--- config.mk ---
export PLATFORM = sky130hd
export DESIGN_NAME = uvma_obi_trn_trkr
export DESIGN_NICKNAME = d
export VERILOG_FILES = /design/src/rtl/uvma_obi_trkr_pkg.sv /design/src/rtl/uvma_obi_trkr_fifo.sv /design/src/rtl/uvma_obi_trn_trkr.sv
export SDC_FILE = /design/constraint.sdc
export NUM_CORES = 1
export LEC_CHECK = 0
export ABC_AREA = 1
export CORE_UTILIZATION = 65
export DETAILED_ROUTE_END_ITERATION = 8
export DONT_BUFFER_PORTS = 1
export PLACE_DENSITY_LB_ADDON = 0.08
export SYNTH_ARGS = -nofsm -noshare
export SYNTH_HDL_FRONTEND = slang
export SYNTH_HIERARCHICAL = 1
export SYNTH_SLANG_ARGS = --single-unit
--- constraint.sdc ---
create_clock -name clk -period 6.1 [get_ports clk]
set_input_delay 1.22 -clock clk [delete_from_list [all_inputs] [get_ports clk]]
set_output_delay 1.22 -clock clk [all_outputs]
set_load 0.01 [all_outputs]
--- src/rtl/uvma_obi_trkr_pkg.sv ---
// Shared types for the OBI transaction tracker: stored request entry, A-channel FSM states
// and sticky error bit positions.
package uvma_obi_trkr_pkg;

  // Entry fields are sized for the widest supported bus; narrower instances zero-extend.
  localparam int unsigned ADDR_W_MAX = 64;
  localparam int unsigned BE_W_MAX   = 16;
  localparam int unsigned ID_W_MAX   = 16;

  typedef struct packed {
    logic [ADDR_W_MAX-1:0] addr;
    logic                  we;
    logic [BE_W_MAX-1:0]   be;
    logic [ID_W_MAX-1:0]   id;
  } uvma_obi_trkr_entry_t;

  typedef enum logic [0:0] {
    IDLE     = 1'b0,
    WAIT_GNT = 1'b1
  } uvma_obi_trkr_a_st_t;

  localparam int unsigned ERR_OVERFLOW      = 0;
  localparam int unsigned ERR_UNDERFLOW     = 1;
  localparam int unsigned ERR_ID_MISMATCH   = 2;
  localparam int unsigned ERR_REQ_DROP      = 3;
  localparam int unsigned ERR_ADDR_UNSTABLE = 4;
  localparam int unsigned NUM_ERRS          = 5;

endpackage

--- src/rtl/uvma_obi_trkr_fifo.sv ---
// In-order FIFO of outstanding requests; a pop on a full FIFO frees the slot for a same-cycle push.
module uvma_obi_trkr_fifo
  import uvma_obi_trkr_pkg::*;
#(
  parameter int unsigned DEPTH = 4
) (
  input  logic                       clk,
  input  logic                       rst_n,
  input  logic                       push_i,
  input  logic                       pop_i,
  input  uvma_obi_trkr_entry_t       wdata_i,
  output uvma_obi_trkr_entry_t       rdata_c,
  output logic                       full_c,
  output logic                       empty_c,
  output logic [$clog2(DEPTH):0]     count_o
);

  localparam int unsigned PTR_W = $clog2(DEPTH);
  localparam int unsigned CNT_W = PTR_W + 1;

  uvma_obi_trkr_entry_t mem_q [DEPTH];
  logic [PTR_W-1:0]     wr_ptr_q, wr_ptr_d;
  logic [PTR_W-1:0]     rd_ptr_q, rd_ptr_d;
  logic [CNT_W-1:0]     count_q, count_d;
  logic                 do_push, do_pop;

  assign full_c  = (count_q == CNT_W'(DEPTH));
  assign empty_c = (count_q == '0);
  assign rdata_c = mem_q[rd_ptr_q];
  assign count_o = count_q;

  assign do_pop  = pop_i && !empty_c;
  assign do_push = push_i && (!full_c || do_pop);

  // Pointers wrap naturally since DEPTH is a power of two.
  always_comb begin
    wr_ptr_d = wr_ptr_q;
    rd_ptr_d = rd_ptr_q;
    count_d  = count_q;
    if (do_push) wr_ptr_d = wr_ptr_q + PTR_W'(1);
    if (do_pop)  rd_ptr_d = rd_ptr_q + PTR_W'(1);
    case ({do_push, do_pop})
      2'b10:   count_d = count_q + CNT_W'(1);
      2'b01:   count_d = count_q - CNT_W'(1);
      default: count_d = count_q;
    endcase
  end

  always_ff @(posedge clk or negedge rst_n) begin
    if (!rst_n) begin
      wr_ptr_q <= '0;
      rd_ptr_q <= '0;
      count_q  <= '0;
    end else begin
      wr_ptr_q <= wr_ptr_d;
      rd_ptr_q <= rd_ptr_d;
      count_q  <= count_d;
    end
  end

  always_ff @(posedge clk) begin
    if (do_push) mem_q[wr_ptr_q] <= wdata_i;
  end

endmodule

--- src/rtl/uvma_obi_trn_trkr.sv ---
// OBI transaction tracker: pairs each R-handshake with its in-order A-handshake, emits one
// registered annotated transaction per response and keeps sticky protocol-error flags.
module uvma_obi_trn_trkr
  import uvma_obi_trkr_pkg::*;
#(
  parameter int unsigned ADDR_WIDTH      = 32,
  parameter int unsigned DATA_WIDTH      = 32,
  parameter int unsigned ID_WIDTH        = 1,
  parameter int unsigned MAX_OUTSTANDING = 4
) (
  input  logic                               clk,
  input  logic                               reset_n,
  input  logic                               req,
  input  logic                               gnt,
  input  logic                               we,
  input  logic [ADDR_WIDTH-1:0]              addr,
  input  logic [DATA_WIDTH/8-1:0]            be,
  input  logic [ID_WIDTH-1:0]                aid,
  input  logic                               rvalid,
  input  logic                               rready,
  input  logic                               err,
  input  logic [DATA_WIDTH-1:0]              rdata,
  input  logic [ID_WIDTH-1:0]                rid,
  input  logic                               clr_errs,
  output logic                               trn_valid,
  output logic [ADDR_WIDTH-1:0]              trn_addr,
  output logic                               trn_we,
  output logic [DATA_WIDTH/8-1:0]            trn_be,
  output logic [ID_WIDTH-1:0]                trn_id,
  output logic [DATA_WIDTH-1:0]              trn_rdata,
  output logic                               trn_err,
  output logic [$clog2(MAX_OUTSTANDING):0]   outstanding,
  output logic                               err_overflow,
  output logic                               err_underflow,
  output logic                               err_id_mismatch,
  output logic                               err_req_drop,
  output logic                               err_addr_unstable
);

  localparam int unsigned BE_W = DATA_WIDTH / 8;

  uvma_obi_trkr_entry_t a_entry, head, lat_q, lat_d;
  uvma_obi_trkr_a_st_t  state_q, state_d;
  logic                 a_hs, r_hs, pop_ok, full, empty;
  logic                 drop_set, unstable_set;
  logic [NUM_ERRS-1:0]  err_q, err_d, err_set;

  logic                  trn_valid_q, trn_valid_d;
  logic [ADDR_WIDTH-1:0] trn_addr_q, trn_addr_d;
  logic                  trn_we_q, trn_we_d;
  logic [BE_W-1:0]       trn_be_q, trn_be_d;
  logic [ID_WIDTH-1:0]   trn_id_q, trn_id_d;
  logic [DATA_WIDTH-1:0] trn_rdata_q, trn_rdata_d;
  logic                  trn_err_q, trn_err_d;

  assign a_hs   = req && gnt;
  assign r_hs   = rvalid && rready;
  assign pop_ok = r_hs && !empty;

  assign a_entry = '{addr: ADDR_W_MAX'(addr), we: we, be: BE_W_MAX'(be), id: ID_W_MAX'(aid)};

  uvma_obi_trkr_fifo #(.DEPTH(MAX_OUTSTANDING)) u_fifo (
    .clk     (clk),
    .rst_n   (reset_n),
    .push_i  (a_hs),
    .pop_i   (r_hs),
    .wdata_i (a_entry),
    .rdata_c (head),
    .full_c  (full),
    .empty_c (empty),
    .count_o (outstanding)
  );

  // A-channel FSM: tracks a pending request until granted and checks its stability.
  always_comb begin
    state_d      = state_q;
    lat_d        = lat_q;
    drop_set     = 1'b0;
    unstable_set = 1'b0;
    case (state_q)
      IDLE: begin
        if (req && !gnt) begin
          state_d = WAIT_GNT;
          lat_d   = a_entry;
        end
      end
      WAIT_GNT: begin
        if (!req) begin
          drop_set = 1'b1;
          state_d  = IDLE;
        end else begin
          if (a_entry != lat_q) unstable_set = 1'b1;
          if (gnt) state_d = IDLE;
        end
      end
      default: state_d = IDLE;
    endcase
  end

  // Sticky flags: a new error in the clearing cycle keeps its flag set.
  always_comb begin
    err_set                    = '0;
    err_set[ERR_OVERFLOW]      = a_hs && full && !pop_ok;
    err_set[ERR_UNDERFLOW]     = r_hs && empty;
    err_set[ERR_ID_MISMATCH]   = pop_ok && (head.id != ID_W_MAX'(rid));
    err_set[ERR_REQ_DROP]      = drop_set;
    err_set[ERR_ADDR_UNSTABLE] = unstable_set;
    err_d = err_set | (err_q & ~{NUM_ERRS{clr_errs}});
  end

  always_comb begin
    trn_valid_d = pop_ok;
    trn_addr_d  = trn_addr_q;
    trn_we_d    = trn_we_q;
    trn_be_d    = trn_be_q;
    trn_id_d    = trn_id_q;
    trn_rdata_d = trn_rdata_q;
    trn_err_d   = trn_err_q;
    if (pop_ok) begin
      trn_addr_d  = ADDR_WIDTH'(head.addr);
      trn_we_d    = head.we;
      trn_be_d    = BE_W'(head.be);
      trn_id_d    = ID_WIDTH'(head.id);
      trn_rdata_d = rdata;
      trn_err_d   = err;
    end
  end

  always_ff @(posedge clk or negedge reset_n) begin
    if (!reset_n) begin
      state_q     <= IDLE;
      lat_q       <= '0;
      err_q       <= '0;
      trn_valid_q <= 1'b0;
      trn_addr_q  <= '0;
      trn_we_q    <= 1'b0;
      trn_be_q    <= '0;
      trn_id_q    <= '0;
      trn_rdata_q <= '0;
      trn_err_q   <= 1'b0;
    end else begin
      state_q     <= state_d;
      lat_q       <= lat_d;
      err_q       <= err_d;
      trn_valid_q <= trn_valid_d;
      trn_addr_q  <= trn_addr_d;
      trn_we_q    <= trn_we_d;
      trn_be_q    <= trn_be_d;
      trn_id_q    <= trn_id_d;
      trn_rdata_q <= trn_rdata_d;
      trn_err_q   <= trn_err_d;
    end
  end

  assign trn_valid         = trn_valid_q;
  assign trn_addr          = trn_addr_q;
  assign trn_we            = trn_we_q;
  assign trn_be            = trn_be_q;
  assign trn_id            = trn_id_q;
  assign trn_rdata         = trn_rdata_q;
  assign trn_err           = trn_err_q;
  assign err_overflow      = err_q[ERR_OVERFLOW];
  assign err_underflow     = err_q[ERR_UNDERFLOW];
  assign err_id_mismatch   = err_q[ERR_ID_MISMATCH];
  assign err_req_drop      = err_q[ERR_REQ_DROP];
  assign err_addr_unstable = err_q[ERR_ADDR_UNSTABLE];

endmodule

# Word-level counts from Yosys, hierarchy flattened
# Memories as Yosys holds them, arrays and structs flattened.
# Index checks and enable logic that the tools add are counted.
# op_classes
bitwise	4
add_sub_neg	4
n_eq_ne	5
n_reduce_logical	17
n_mux	12
# op_table
op	count
$ne A38 B38 Y1	1
$ne A16 B1 Y1	1
$mux W1	10
$logic_and A1 B1 Y1	9
$pmux W3 S2	1
$and A5 B5 Y5	1
$not A5 Y5	1
$or A5 B5 Y5	1
$add A2 B1 Y2 const B	2
$logic_not A1 Y1	4
$add A3 B1 Y3 const B	1
$eq A3 B3 Y1 const B	1
$logic_not A3 Y1	1
$sub A3 B1 Y3 const B	1
$eq A2 B1 Y1 const B	1
$eq A2 B2 Y1 const B	1
$pmux W1 S2	1
$reduce_and A2 Y1	1
$reduce_bool A2 Y1	1
$logic_or A1 B1 Y1	1
$not A1 Y1	1
# totals
out_inout_bits	80
memories	1
ff_bits	123
ramBits	152
# memory_table
name	depth	word_bits	rd	rd_ports_with_merged_regs	wr	line_no	rtl
u_fifo.mem_q	4	38	1	0	1	uvma_obi_trkr_fifo.sv:21	uvma_obi_trkr_entry_t mem_q [DEPTH];

# Logic depth before layout (Yosys ltp)
# logic_depth
word_depth	7
depth_mapped	13

# Modules after synthesis
# Netlist, hierarchy kept.
# modules_own_cells
mod	cells_each	seq_area_each_um2	instances	area_per_inst_um2
uvma_obi_trkr_fifo	1098	11826.3	1	15029.4
uvma_obi_trn_trkr	601	2902.8	1	5061.1

# Worst setup path after synthesis
# OpenSTA, ideal clock, no wires.
# synth_path
path_kind	in2reg
start	in rvalid
end	mem u_fifo/mem_q[0][0] (netlist name), enable pin
stages	6
setup_slack_ns	-0.179
setup_time_ns	0.554
t_required_ns	5.546
arrival_time_ns	5.725
cell_sequence	nand2_1 inv_1 inv_1 nand3_1 nand2_1 nor2_1
# synth_via
elab_chain_cells	6
# synth_lines
item	line_no	rtl
from (decl)	uvma_obi_trn_trkr.sv:19	input logic rvalid,
$logic_and A1 B1 Y1	uvma_obi_trn_trkr.sv:57	assign r_hs = rvalid && rready;
named net r_hs	uvma_obi_trn_trkr.sv:44	logic a_hs, r_hs, pop_ok, full, empty;
$logic_and A1 B1 Y1	uvma_obi_trkr_fifo.sv:32	assign do_pop = pop_i && !empty_c;
$logic_or A1 B1 Y1	uvma_obi_trkr_fifo.sv:33	assign do_push = push_i && (!full_c || do_pop);
$logic_and A1 B1 Y1	uvma_obi_trkr_fifo.sv:33	
$mux W1	uvma_obi_trkr_fifo.sv:62	if (do_push) mem_q[wr_ptr_q] <= wdata_i;
$mux W1 (implied by the code)	uvma_obi_trkr_fifo.sv:62	
to (decl)	uvma_obi_trkr_fifo.sv:21	
# The timed path passes the listed nets, and every way through them passes these cells.

# Final worst setup path
# layout_path
start	in rvalid
end	mem u_fifo/mem_q[1][36] (netlist name), enable pin
# The elaborated chain is that of the path after synthesis.

==> results.sh <==
export IMPL_stdcell_count=1573
export IMPL_core_um2=20400
export IMPL_nNetsFinal=1362
export IMPL_via_per_inst=5.36
export IMPL_final_cell_mix="337 x nand2_1, 212 x edfxtp_1, 178 x nor2_1"
export IMPL_placedCellCount=1511
export IMPL_drt_initial_drc_count=632
export IMPL_stdcell_area_um2=15000
export IMPL_grt_overflow_total=0
export IMPL_cp_arrival_ps=3370
export IMPL_irDropWorstVdd_mv=0.246
export IMPL_syn_area_um2=13600
export IMPL_die_area_um2=21500
export IMPL_numCtsBuffers=34
export IMPL_start_util_pct=66.8
export IMPL_power_mw=6.67
export IMPL_antenna_left=0
export IMPL_cp_required_ps=6270
export IMPL_grt_max_degree=124
export IMPL_clk_latency_ps=500
export IMPL_cts_htree_levels=2
export IMPL_area_growth_pct=10.2
export IMPL_cts_hold_buf=0
export IMPL_synth_cells=1249
export IMPL_root_buffer="clkbuf_16"
export IMPL_postCtsSetupBuffers=0
export IMPL_finalCriticalPeriod_ps=3190
export IMPL_grt_total_usage_pct=25.1
export IMPL_routed_wl_mm=26.1
export IMPL_regArea_um2=9450
export IMPL_cts_repair_resized=0
export IMPL_pin_count=159
export IMPL_hold_violations=0
export IMPL_setup_viol=0
export IMPL_die_h_um=147
export IMPL_synth_avg_cell_area_um2=10.9
export IMPL_drt_first_pass_iters=5
export IMPL_finalCritPeriodShare_pct=52.3
export IMPL_post_route_cells_drive_above_1_share_pct=6.60
export IMPL_powerDensity_nw_per_um2=445
export IMPL_critical_path_class="in2reg"
export IMPL_hp_class="in2async"
export IMPL_ys_warnings_count=6
export IMPL_final_common_cell="nand2_1"
export IMPL_p_leak_nw=6.30
export IMPL_portBuffers=0
export IMPL_num_antenna_cells=0
export IMPL_row_count=52
export IMPL_vias=8438
export IMPL_outcome="completed"
export IMPL_crit_fanout=32
export IMPL_fin_skew_ps=6.41
export IMPL_cp_end_kind="register"
export IMPL_fmax_mhz=313
export IMPL_clock_sinks=335
export IMPL_antenna_found_initial=0
export IMPL_finalMaxSlewViolations=0
export IMPL_place_congestion=0.800
export IMPL_cts_clk_slew_worst_paths_ps=60
export IMPL_hpwl_mm=15.4
export IMPL_cts_tree="built"
export IMPL_final_setup_tns_ps=0
export IMPL_maxCapViolCount=0
export IMPL_grt_pass1_vias=8115
export IMPL_clock_path_buffers=3
export IMPL_grt_pass1_wl_mm=42.0
export IMPL_tightest_slew_ps=1100
export IMPL_wl_per_cell_um=16.6
export IMPL_drc=0
export IMPL_fill_cells=1385
export IMPL_multi_input_comb_area_um2=3730
export IMPL_place_area_um2=13800
export IMPL_relSlewSlack_pct=26.3
export IMPL_die_w_um=147
export IMPL_critPathLaunchType="primary input"
export IMPL_rsz0062_at_grt="false"
## worst max-delay path, cell delays in order
cell and delay (ps):
nand2_1 100, inv_1 160, inv_1 50, nand3_1 110, nand2_1 300, nor2_4 940
buf_4 460
## path summary, 6_finish.rpt
path | startpoint | to | slack (ps) | cells past startpoint
max | rvalid | u_fifo/mem_q[1][36]$_DFFE_PP_ | 2910 | 7
min reg2reg | lat_q[52]$_DFFE_PN0P_ | lat_q[52]$_DFFE_PN0P_ | 510 | 2
max in group asynchronous | reset_n | trn_addr[6]$_DFFE_PN0P_ | 5370 | 0
min | reset_n | trn_be[3]$_DFFE_PN0P_ | 410 | 0
max reg2reg | u_fifo/rd_ptr_q[1]$_DFFE_PN0P_ | err_q[2]$_DFF_PN0_ | 3210 | 9
min in group clk | lat_q[52]$_DFFE_PN0P_ | lat_q[52]$_DFFE_PN0P_ | 510 | 2
## per-layer routing
metal	global-route usage, %	wire, µm	vias to the layer above
li1	-	-	4091
met1	34.8	11100	4028
met2	40.4	12400	273
met3	4.91	2000	46
met4	7.97	535	0
met5	0	0	-
## metrics by stage
step	setup slack (ps)	hold WS, ps	util (%)
floorplan	1730	467	-
global placement	2480	482	68.0
detailed placement	2410	495	68.0
CTS	2940	385	73.6
global route	2780	390	73.6
finish	2910	410	73.6
## flip-flops by register name, indices dropped and copies added, names as in the netlist
name / count
u_fifo/mem_q: 212
trn_be: 4
err_q: 5
u_fifo/count_o: 3
trn_err: 1
trn_addr: 32
u_fifo/wr_ptr_q: 2
trn_rdata: 32
state_q: 1
u_fifo/rd_ptr_q: 2
lat_q: 38
trn_id: 1
trn_valid: 1
trn_we: 1
## where the power goes
| part | internal [mW] | leakage, nW | switching (mW) |
|---|---|---|---|
| clock network | 1.26 | 0.560 | 0.812 |
| registers | 2.86 | 3.45 | 0.415 |
| logic | 0.439 | 2.29 | 0.890 |
| total | 4.55 | 6.30 | 2.12 |
## area by class of cell
| type | count | area share, % |
|---|---|---|
| flip-flops and latches | 335 | 63.1 |
| multi-input cells | 828 | 24.9 |
| clock buffers | 56 | 7.22 |
| well taps | 270 | 2.25 |
| inverters | 70 | 1.77 |
| repair buffers | 8 | 0.401 |
| clock inverters | 6 | 0.359 |
(Power assumes the default switching activity.)
